File: src/rtl/mips_pkg.sv
// Shared encodings for the MIPS multi-cycle control path.
// Opcodes, functs, ALU operations, sequencer states and decode classes.
package mips_pkg;

  localparam logic [5:0] OP_RTYPE = 6'b000000;
  localparam logic [5:0] OP_J     = 6'b000010;
  localparam logic [5:0] OP_BEQ   = 6'b000100;
  localparam logic [5:0] OP_BNE   = 6'b000101;
  localparam logic [5:0] OP_ADDI  = 6'b001000;
  localparam logic [5:0] OP_ADDIU = 6'b001001;
  localparam logic [5:0] OP_SLTI  = 6'b001010;
  localparam logic [5:0] OP_ANDI  = 6'b001100;
  localparam logic [5:0] OP_ORI   = 6'b001101;
  localparam logic [5:0] OP_XORI  = 6'b001110;
  localparam logic [5:0] OP_LW    = 6'b100011;
  localparam logic [5:0] OP_SB    = 6'b101000;
  localparam logic [5:0] OP_SH    = 6'b101001;
  localparam logic [5:0] OP_SW    = 6'b101011;

  localparam logic [5:0] FN_ADD  = 6'b100000;
  localparam logic [5:0] FN_ADDU = 6'b100001;
  localparam logic [5:0] FN_SUB  = 6'b100010;
  localparam logic [5:0] FN_SUBU = 6'b100011;
  localparam logic [5:0] FN_AND  = 6'b100100;
  localparam logic [5:0] FN_OR   = 6'b100101;
  localparam logic [5:0] FN_XOR  = 6'b100110;
  localparam logic [5:0] FN_SLT  = 6'b101010;

  localparam logic [3:0] ALUOP_ADD = 4'd0;
  localparam logic [3:0] ALUOP_AND = 4'd1;
  localparam logic [3:0] ALUOP_OR  = 4'd2;
  localparam logic [3:0] ALUOP_XOR = 4'd3;
  localparam logic [3:0] ALUOP_SUB = 4'd4;
  localparam logic [3:0] ALUOP_SLT = 4'd5;

  typedef enum logic [7:0] {
    S_FETCH  = 8'h01,
    S_FWAIT  = 8'h02,
    S_DECODE = 8'h04,
    S_EXEC   = 8'h08,
    S_MEM    = 8'h10,
    S_MWAIT  = 8'h20,
    S_WB     = 8'h40,
    S_HALT   = 8'h80
  } state_t;

  typedef enum logic [3:0] {
    CL_R, CL_IMM, CL_LW, CL_SW, CL_SH,
    CL_SB, CL_BEQ, CL_BNE, CL_J, CL_ILL
  } cls_t;

endpackage

File: src/rtl/mips_ctrl_decode.sv
// Combinational instruction classifier.
// Maps opcode/funct to class, ALU operation and operand selects.
module mips_ctrl_decode
  import mips_pkg::*;
#(
  parameter int ALUOP_W = 4
) (
  input  logic [5:0]         opcode,
  input  logic [5:0]         funct,
  output cls_t               cls,
  output logic [ALUOP_W-1:0] alu_op,
  output logic               imm_zext,
  output logic               reg_dst,
  output logic               illegal
);

  logic [3:0] aop;

  // Classify the instruction word held in IR
  always_comb begin
    cls      = CL_ILL;
    aop      = ALUOP_ADD;
    imm_zext = 1'b0;
    reg_dst  = 1'b0;
    unique case (opcode)
      OP_RTYPE: begin
        reg_dst = 1'b1;
        cls     = CL_R;
        unique case (funct)
          FN_ADD, FN_ADDU: aop = ALUOP_ADD;
          FN_SUB, FN_SUBU: aop = ALUOP_SUB;
          FN_AND:          aop = ALUOP_AND;
          FN_OR:           aop = ALUOP_OR;
          FN_XOR:          aop = ALUOP_XOR;
          FN_SLT:          aop = ALUOP_SLT;
          default:         cls = CL_ILL;
        endcase
      end
      OP_ADDI, OP_ADDIU: cls = CL_IMM;
      OP_SLTI: begin
        cls = CL_IMM;
        aop = ALUOP_SLT;
      end
      OP_ANDI: begin
        cls      = CL_IMM;
        aop      = ALUOP_AND;
        imm_zext = 1'b1;
      end
      OP_ORI: begin
        cls      = CL_IMM;
        aop      = ALUOP_OR;
        imm_zext = 1'b1;
      end
      OP_XORI: begin
        cls      = CL_IMM;
        aop      = ALUOP_XOR;
        imm_zext = 1'b1;
      end
      OP_LW: cls = CL_LW;
      OP_SW: cls = CL_SW;
      OP_SH: cls = CL_SH;
      OP_SB: cls = CL_SB;
      OP_BEQ: begin
        cls = CL_BEQ;
        aop = ALUOP_SUB;
      end
      OP_BNE: begin
        cls = CL_BNE;
        aop = ALUOP_SUB;
      end
      OP_J:    cls = CL_J;
      default: cls = CL_ILL;
    endcase
  end

  assign alu_op  = ALUOP_W'(aop);
  assign illegal = (cls == CL_ILL);

endmodule

File: src/rtl/mips_mc_ctrl.sv
// Multi-cycle control sequencer for the MIPS datapath.
// One-hot state register plus per-state output decode.
module mips_mc_ctrl
  import mips_pkg::*;
#(
  parameter int ALUOP_W  = 4,
  parameter bit TRAP_ILL = 1'b1
) (
  input  logic               clk,
  input  logic               nrst,
  input  logic [5:0]         opcode,
  input  logic [5:0]         funct,
  input  logic               alu_zero,
  input  logic [1:0]         addr_lo,
  output logic               pc_we,
  output logic [1:0]         pc_src,
  output logic               ir_we,
  output logic               reg_we,
  output logic               reg_dst,
  output logic               alu_src,
  output logic               imm_zext,
  output logic               mem_to_reg,
  output logic [ALUOP_W-1:0] alu_op,
  output logic [3:0]         wr,
  output logic               halted
);

  state_t             state;
  logic [1:0]         addr_q;
  cls_t               cls;
  logic [ALUOP_W-1:0] d_aop;
  logic               d_zext;
  logic               d_rdst;
  logic               d_ill;
  logic               mis;

  mips_ctrl_decode #(.ALUOP_W(ALUOP_W)) u_dec (
    .opcode   (opcode),
    .funct    (funct),
    .cls      (cls),
    .alu_op   (d_aop),
    .imm_zext (d_zext),
    .reg_dst  (d_rdst),
    .illegal  (d_ill)
  );

  // ALUOut byte offset is only valid in EXEC; hold it for MEM
  assign mis = ((cls == CL_SW) && (addr_q != 2'd0))
            || ((cls == CL_SH) && addr_q[0]);

  // Sequencer state and captured byte offset
  always_ff @(posedge clk) begin
    if (!nrst) begin
      state  <= S_FETCH;
      addr_q <= 2'd0;
    end else begin
      unique case (state)
        S_FETCH:  state <= S_FWAIT;
        S_FWAIT:  state <= S_DECODE;
        S_DECODE: begin
          if (!d_ill)        state <= S_EXEC;
          else if (TRAP_ILL) state <= S_HALT;
          else               state <= S_FETCH;
        end
        S_EXEC: begin
          addr_q <= addr_lo;
          if (cls inside {CL_R, CL_IMM})
            state <= S_WB;
          else if (cls inside {CL_LW, CL_SW, CL_SH, CL_SB})
            state <= S_MEM;
          else
            state <= S_FETCH;
        end
        S_MEM: begin
          if (cls == CL_LW) state <= S_MWAIT;
          else if (mis)     state <= S_HALT;
          else              state <= S_FETCH;
        end
        S_MWAIT:  state <= S_WB;
        S_WB:     state <= S_FETCH;
        S_HALT:   state <= S_HALT;
        default:  state <= S_FETCH;
      endcase
    end
  end

  // Per-state datapath controls; strobes masked while reset is held
  always_comb begin
    pc_we      = 1'b0;
    pc_src     = 2'd0;
    ir_we      = 1'b0;
    reg_we     = 1'b0;
    reg_dst    = 1'b0;
    alu_src    = 1'b0;
    imm_zext   = 1'b0;
    mem_to_reg = 1'b0;
    alu_op     = ALUOP_W'(ALUOP_ADD);
    wr         = 4'd0;
    halted     = 1'b0;
    unique case (state)
      S_FWAIT: begin
        ir_we = 1'b1;
        pc_we = 1'b1;
      end
      S_EXEC: begin
        alu_op   = d_aop;
        imm_zext = d_zext;
        alu_src  = cls inside {CL_IMM, CL_LW, CL_SW, CL_SH, CL_SB};
        if (cls inside {CL_BEQ, CL_BNE}) begin
          pc_we  = alu_zero ^ (cls == CL_BNE);
          pc_src = 2'd1;
        end else if (cls == CL_J) begin
          pc_we  = 1'b1;
          pc_src = 2'd2;
        end
      end
      S_MEM: begin
        if (!mis) begin
          unique case (cls)
            CL_SW:   wr = 4'b1111;
            CL_SH:   wr = addr_q[1] ? 4'b1100 : 4'b0011;
            CL_SB:   wr = 4'b0001 << addr_q;
            default: wr = 4'b0000;
          endcase
        end
      end
      S_WB: begin
        reg_we     = 1'b1;
        reg_dst    = d_rdst;
        mem_to_reg = (cls == CL_LW);
      end
      S_HALT:  halted = 1'b1;
      default: ;
    endcase
    if (!nrst) begin
      pc_we  = 1'b0;
      ir_we  = 1'b0;
      reg_we = 1'b0;
      wr     = 4'd0;
    end
  end

endmodule

File: config.mk
export PLATFORM = sky130hd
export DESIGN_NAME = mips_mc_ctrl
export DESIGN_NICKNAME = d
export VERILOG_FILES = /design/src/rtl/mips_pkg.sv /design/src/rtl/mips_ctrl_decode.sv /design/src/rtl/mips_mc_ctrl.sv
export SDC_FILE = /design/constraint.sdc
export NUM_CORES = 1
export LEC_CHECK = 0
export ABC_AREA = 1
export CELL_PAD_IN_SITES_DETAIL_PLACEMENT = 1
export CELL_PAD_IN_SITES_GLOBAL_PLACEMENT = 2
export CORE_MARGIN = 5
export CORE_UTILIZATION = 21
export DETAILED_ROUTE_END_ITERATION = 8
export PLACE_DENSITY_LB_ADDON = 0.1
export SYNTH_ARGS = -nofsm -noshare
export SYNTH_HDL_FRONTEND = slang
export SYNTH_HIERARCHICAL = 1
export SYNTH_SLANG_ARGS = --single-unit
File: constraint.sdc
create_clock -name clk -period 2.13 [get_ports clk]
set_clock_uncertainty 0.2 [all_clocks]
set_input_delay 0.3195 -clock clk [delete_from_list [all_inputs] [get_ports clk]]
set_output_delay 0.3195 -clock clk [all_outputs]
set_load 0.1 [all_outputs]
==> results <==
- Summing every instance area after synthesis gives 1230 sq um.
- Using the TritonRoute via totals, the vias-per-cell ratio works out to 4.26.
- The leakage power summed over all cells is 1.17 nW.
- The flow ran to the end, but the final reports show violations.
- In this run the worst path has a maximum fanout of 4.
- The library cell with the highest instance count after synthesis is sky130_fd_sc_hd__nor2_1.
- The number of global-route vias before repair came to 1760.
- The cell count after synthesis came out at 225.
- The sequential area share after synthesis is 16.2%.
- The count of nets left with antenna violations once routing finished came out at 0.
- By instance count, the cell type seen most on the critical path is sky130_fd_sc_hd__nor2_4.
- After synthesis, the most frequently instantiated cells are sky130_fd_sc_hd__nor2_1, sky130_fd_sc_hd__nand2_1, sky130_fd_sc_hd__inv_1, sky130_fd_sc_hd__nand3_1.
- CTS built an H-tree with a depth of 1.
- The routed design has 4550 um of wire.
- The max-slew violation count came to 1.
- The detailed router used layers up to and including met4.
- Buffers inserted to repair hold after CTS numbered 0.
- Yosys printed 6 warnings.
- By area the synthesized netlist is led by sky130_fd_sc_hd__dfxtp_1, sky130_fd_sc_hd__nor2_1, sky130_fd_sc_hd__nand2_1, sky130_fd_sc_hd__nand3_1, sky130_fd_sc_hd__inv_1.
- The layout overhead on the synthesized area is 122%.
- In the global route stage, overall resource usage came out at 12.7%.
- Measured along the y axis, the die boundary spans 86.7 um.
- The fraction of layout cells with a size suffix above 1 is 61.0%.
- For this design the ratio of total power to cell area is 278 nW/um^2.
- The post-placement worst setup slack is -1030 ps.
- The detailed router finished its first iteration with 48 violations.
- The die is 86.7 um wide.
- The first detailed-routing pass ran for 3 iterations.
- The longest individual stage delay on the worst path is 180 ps.
- The worst vdd rail ir drop is 0.000174 V.
- Clock tree synthesis inserted a total of 3 buffers.
- The critical path is of the in2out type.
- The worst-skew pair later-pin latency is 240 ps.
- TritonCTS built the clock tree.
- The top cell type's share of synthesized area is 16.2%.
- Traced cell by cell, the critical path runs through buf_6, buf_8, nor2_4, nand3_2, nand2_2, nor2_4, nand2_4, nand3_4, nor2_4, nand2_4, nand2_2, nand4_1, buf_4, nor2_4, buf_12.
- The checks that failed: slew limit, setup timing.
- The hold violation total from the final report came to 0.
- Max-cap violations in this run came to 0.
- The most used flip-flop cell after synthesis is sky130_fd_sc_hd__dfxtp_1.
- Entering global routing, the biggest net connects 13 pins.
- Once the floorplan was initialized, standard cells occupied 21.2% of the core.
- Together, buffers and inverters on the worst path number 4.
- For this run, the top clock speed supported by timing is 391 MHz.
- The root cell of the clock tree is sky130_fd_sc_hd__clkbuf_8.
- The number of storage elements in the synthesis netlist is 10.
- The share of synthesized registers carrying an async set or reset is 0%.
- Setup repair after global routing could not meet its margin everywhere.
- The category of the worst setup path capture point is an output port.
- The post-synthesis net count is 242.
- The total length of routed met3 wires is 166 um.
- The cell type with the largest total area after synthesis is sky130_fd_sc_hd__dfxtp_1.
- The tightest min-delay check is of the reg2reg type.
- The power after layout is 763 uW.
- Counting tap cells, the placed design contains a total of 378 instances.
- The detailed-routing wirelength on met1 is 1880 um.
- STA puts the critical path data required time at 1610 ps.
- In the post-route analysis, the smallest setup slack over all paths is -431 ps.
- The number of enable flip-flop cells after synthesis is 0.
- The shortest clock period the worst path allows after layout is 2560 ps.
- The met2 wire length is 2450 um.
- The residual overflow from global routing is 0.
- The pin slew with the least headroom to its limit is 1720 ps.
- In this run the tightest slew margin relative to its limit is -14.9%.
- The worst setup path is launched from an input pin.
- The final weighted congestion of routability-driven global placement is 0.767.
- For this run, design rule violations remaining after detail routing come to 0.
- The worst slack on hold paths is 314 ps.
- The share of the core filled with cells in the final layout is 47.1%.
- The first global-routing pass estimated 7730 um of wire.
- The total of endpoints with negative setup slack in the final report is 10.
- In this run the mean area of a mapped cell was 5.49 sq um.
- After clock tree synthesis, the clock-pin slew on the worst setup and hold paths is 50 ps.
- The number of buffer cells added on primary ports is 33.
- The number of placement rows is 28.
- The data arrival time at the worst-slack endpoint is 2040 ps.
- The number of different library cells used by synthesis comes to 29.
- The share of the clock period used by the worst path is 120%.
- Pin placement for this block handled 35 I/O pins.
- The family with the most delay on the worst path is simple AND/OR/NAND/NOR gates.
- The count of antenna diodes in the layout is 0.
- After legalization and detailed placement, the total HPWL measured 3810 um.
- The floorplan step defined a die boundary enclosing 7510 sq um.
- The slowest cell on the critical path is sky130_fd_sc_hd__buf_4.
- The routed layout has 1697 vias.
- In the final design database the tool counted 341 nets.
- After floorplanning, the core was sized to cover 5820 sq um.
- In the final routed layout, each cell accounts on average for 11.4 um.
- Excluding fillers, the count of instances in the completed layout stands at 398.
- Counting along the longest clock path gives a buffer depth of 2.
- The number of antenna violations at the first check in global routing came to 0.
- The clock sink total is 10.
-- stage by stage --
step / instance area [sq um] / TNS [ps]
2_1_floorplan: 1420 / -4040
3_3_place_gp: 2360 / -11750
3_5_place_dp: 2360 / -12340
4_1_cts: 2570 / -3650
5_1_grt: 2740 / -4740
6_report: 2740 / -3510
-- worst reg2reg max path: cells and delay by family, from the launching register on --
| kind | cells | cell delay (ps) |
|---|---|---|
| AND/OR/NAND/NOR | 6 | 580 |
| flip-flops | 1 | 380 |
| buffers and inverters | 2 | 280 |
-- final timing paths --
check,from,to,slack (ps),depth (start not counted)
setup / recovery,opcode[3],wr[0],-430,15
hold / removal,state[0],state[1],310,2
hold reg to reg,state[0],state[1],310,2
setup reg to reg,addr_q[0],state[0],580,8
-- placed cells by master (no fill, tap or decap), types with 8 or more instances in the layout --
cell	n
sky130_fd_sc_hd__buf_12	17
sky130_fd_sc_hd__buf_4	57
sky130_fd_sc_hd__buf_6	12
sky130_fd_sc_hd__dfxtp_1	9
sky130_fd_sc_hd__inv_1	19
sky130_fd_sc_hd__inv_2	17
sky130_fd_sc_hd__nand2_1	35
sky130_fd_sc_hd__nand2_2	11
sky130_fd_sc_hd__nand3_1	13
sky130_fd_sc_hd__nand3_2	8
sky130_fd_sc_hd__nor2_1	27
sky130_fd_sc_hd__nor2_2	8
sky130_fd_sc_hd__nor2_4	30
-- final cells by class --
class / instances / area (sq um)
Sequential cell: 10 / 201
Tap cell: 75 / 93.8
Fill cell: 753 / 3070
Clock buffer: 4 / 55.1
Inverter: 38 / 158
Timing Repair Buffer: 98 / 1000
Multi-Input combinational cell: 173 / 1230
-- cell families after synthesis --
logic type | synth area share (%)
simple gates | 61.5
buf+inv | 13.6
compound gates | 7.70
flops | 16.2
xor+xnor | 0.709
other cells | 0.304
-- power breakdown --
part	total, mW	switching, mW	internal, mW	leakage [nW]
Combinational	0.325	0.173	0.152	1.06
Clock	0.238	0.0758	0.163	0.0288
Sequential	0.200	0.00484	0.195	0.0817
Total	0.763	0.253	0.510	1.17
-- state kept, by name, indices dropped and copies added (netlist names) --
signal	cells
addr_q	2
state	8
-- per-layer routing --
layer / global-route usage [%] / vias to the layer above
met1: 15.3 / 777
met4: 2.97 / 0
li1: - / 892
met5: 0 / -
met2: 23.8 / 24
met3: 1.71 / 4
-- timing repair --
action	4_1_cts	5_1_grt
endpoints found under the setup margin	19	15
gates resized for setup	92	28
pin swaps	38	20
setup buffers	8	8
No activity file was read; power rests on OpenSTA's default activity.
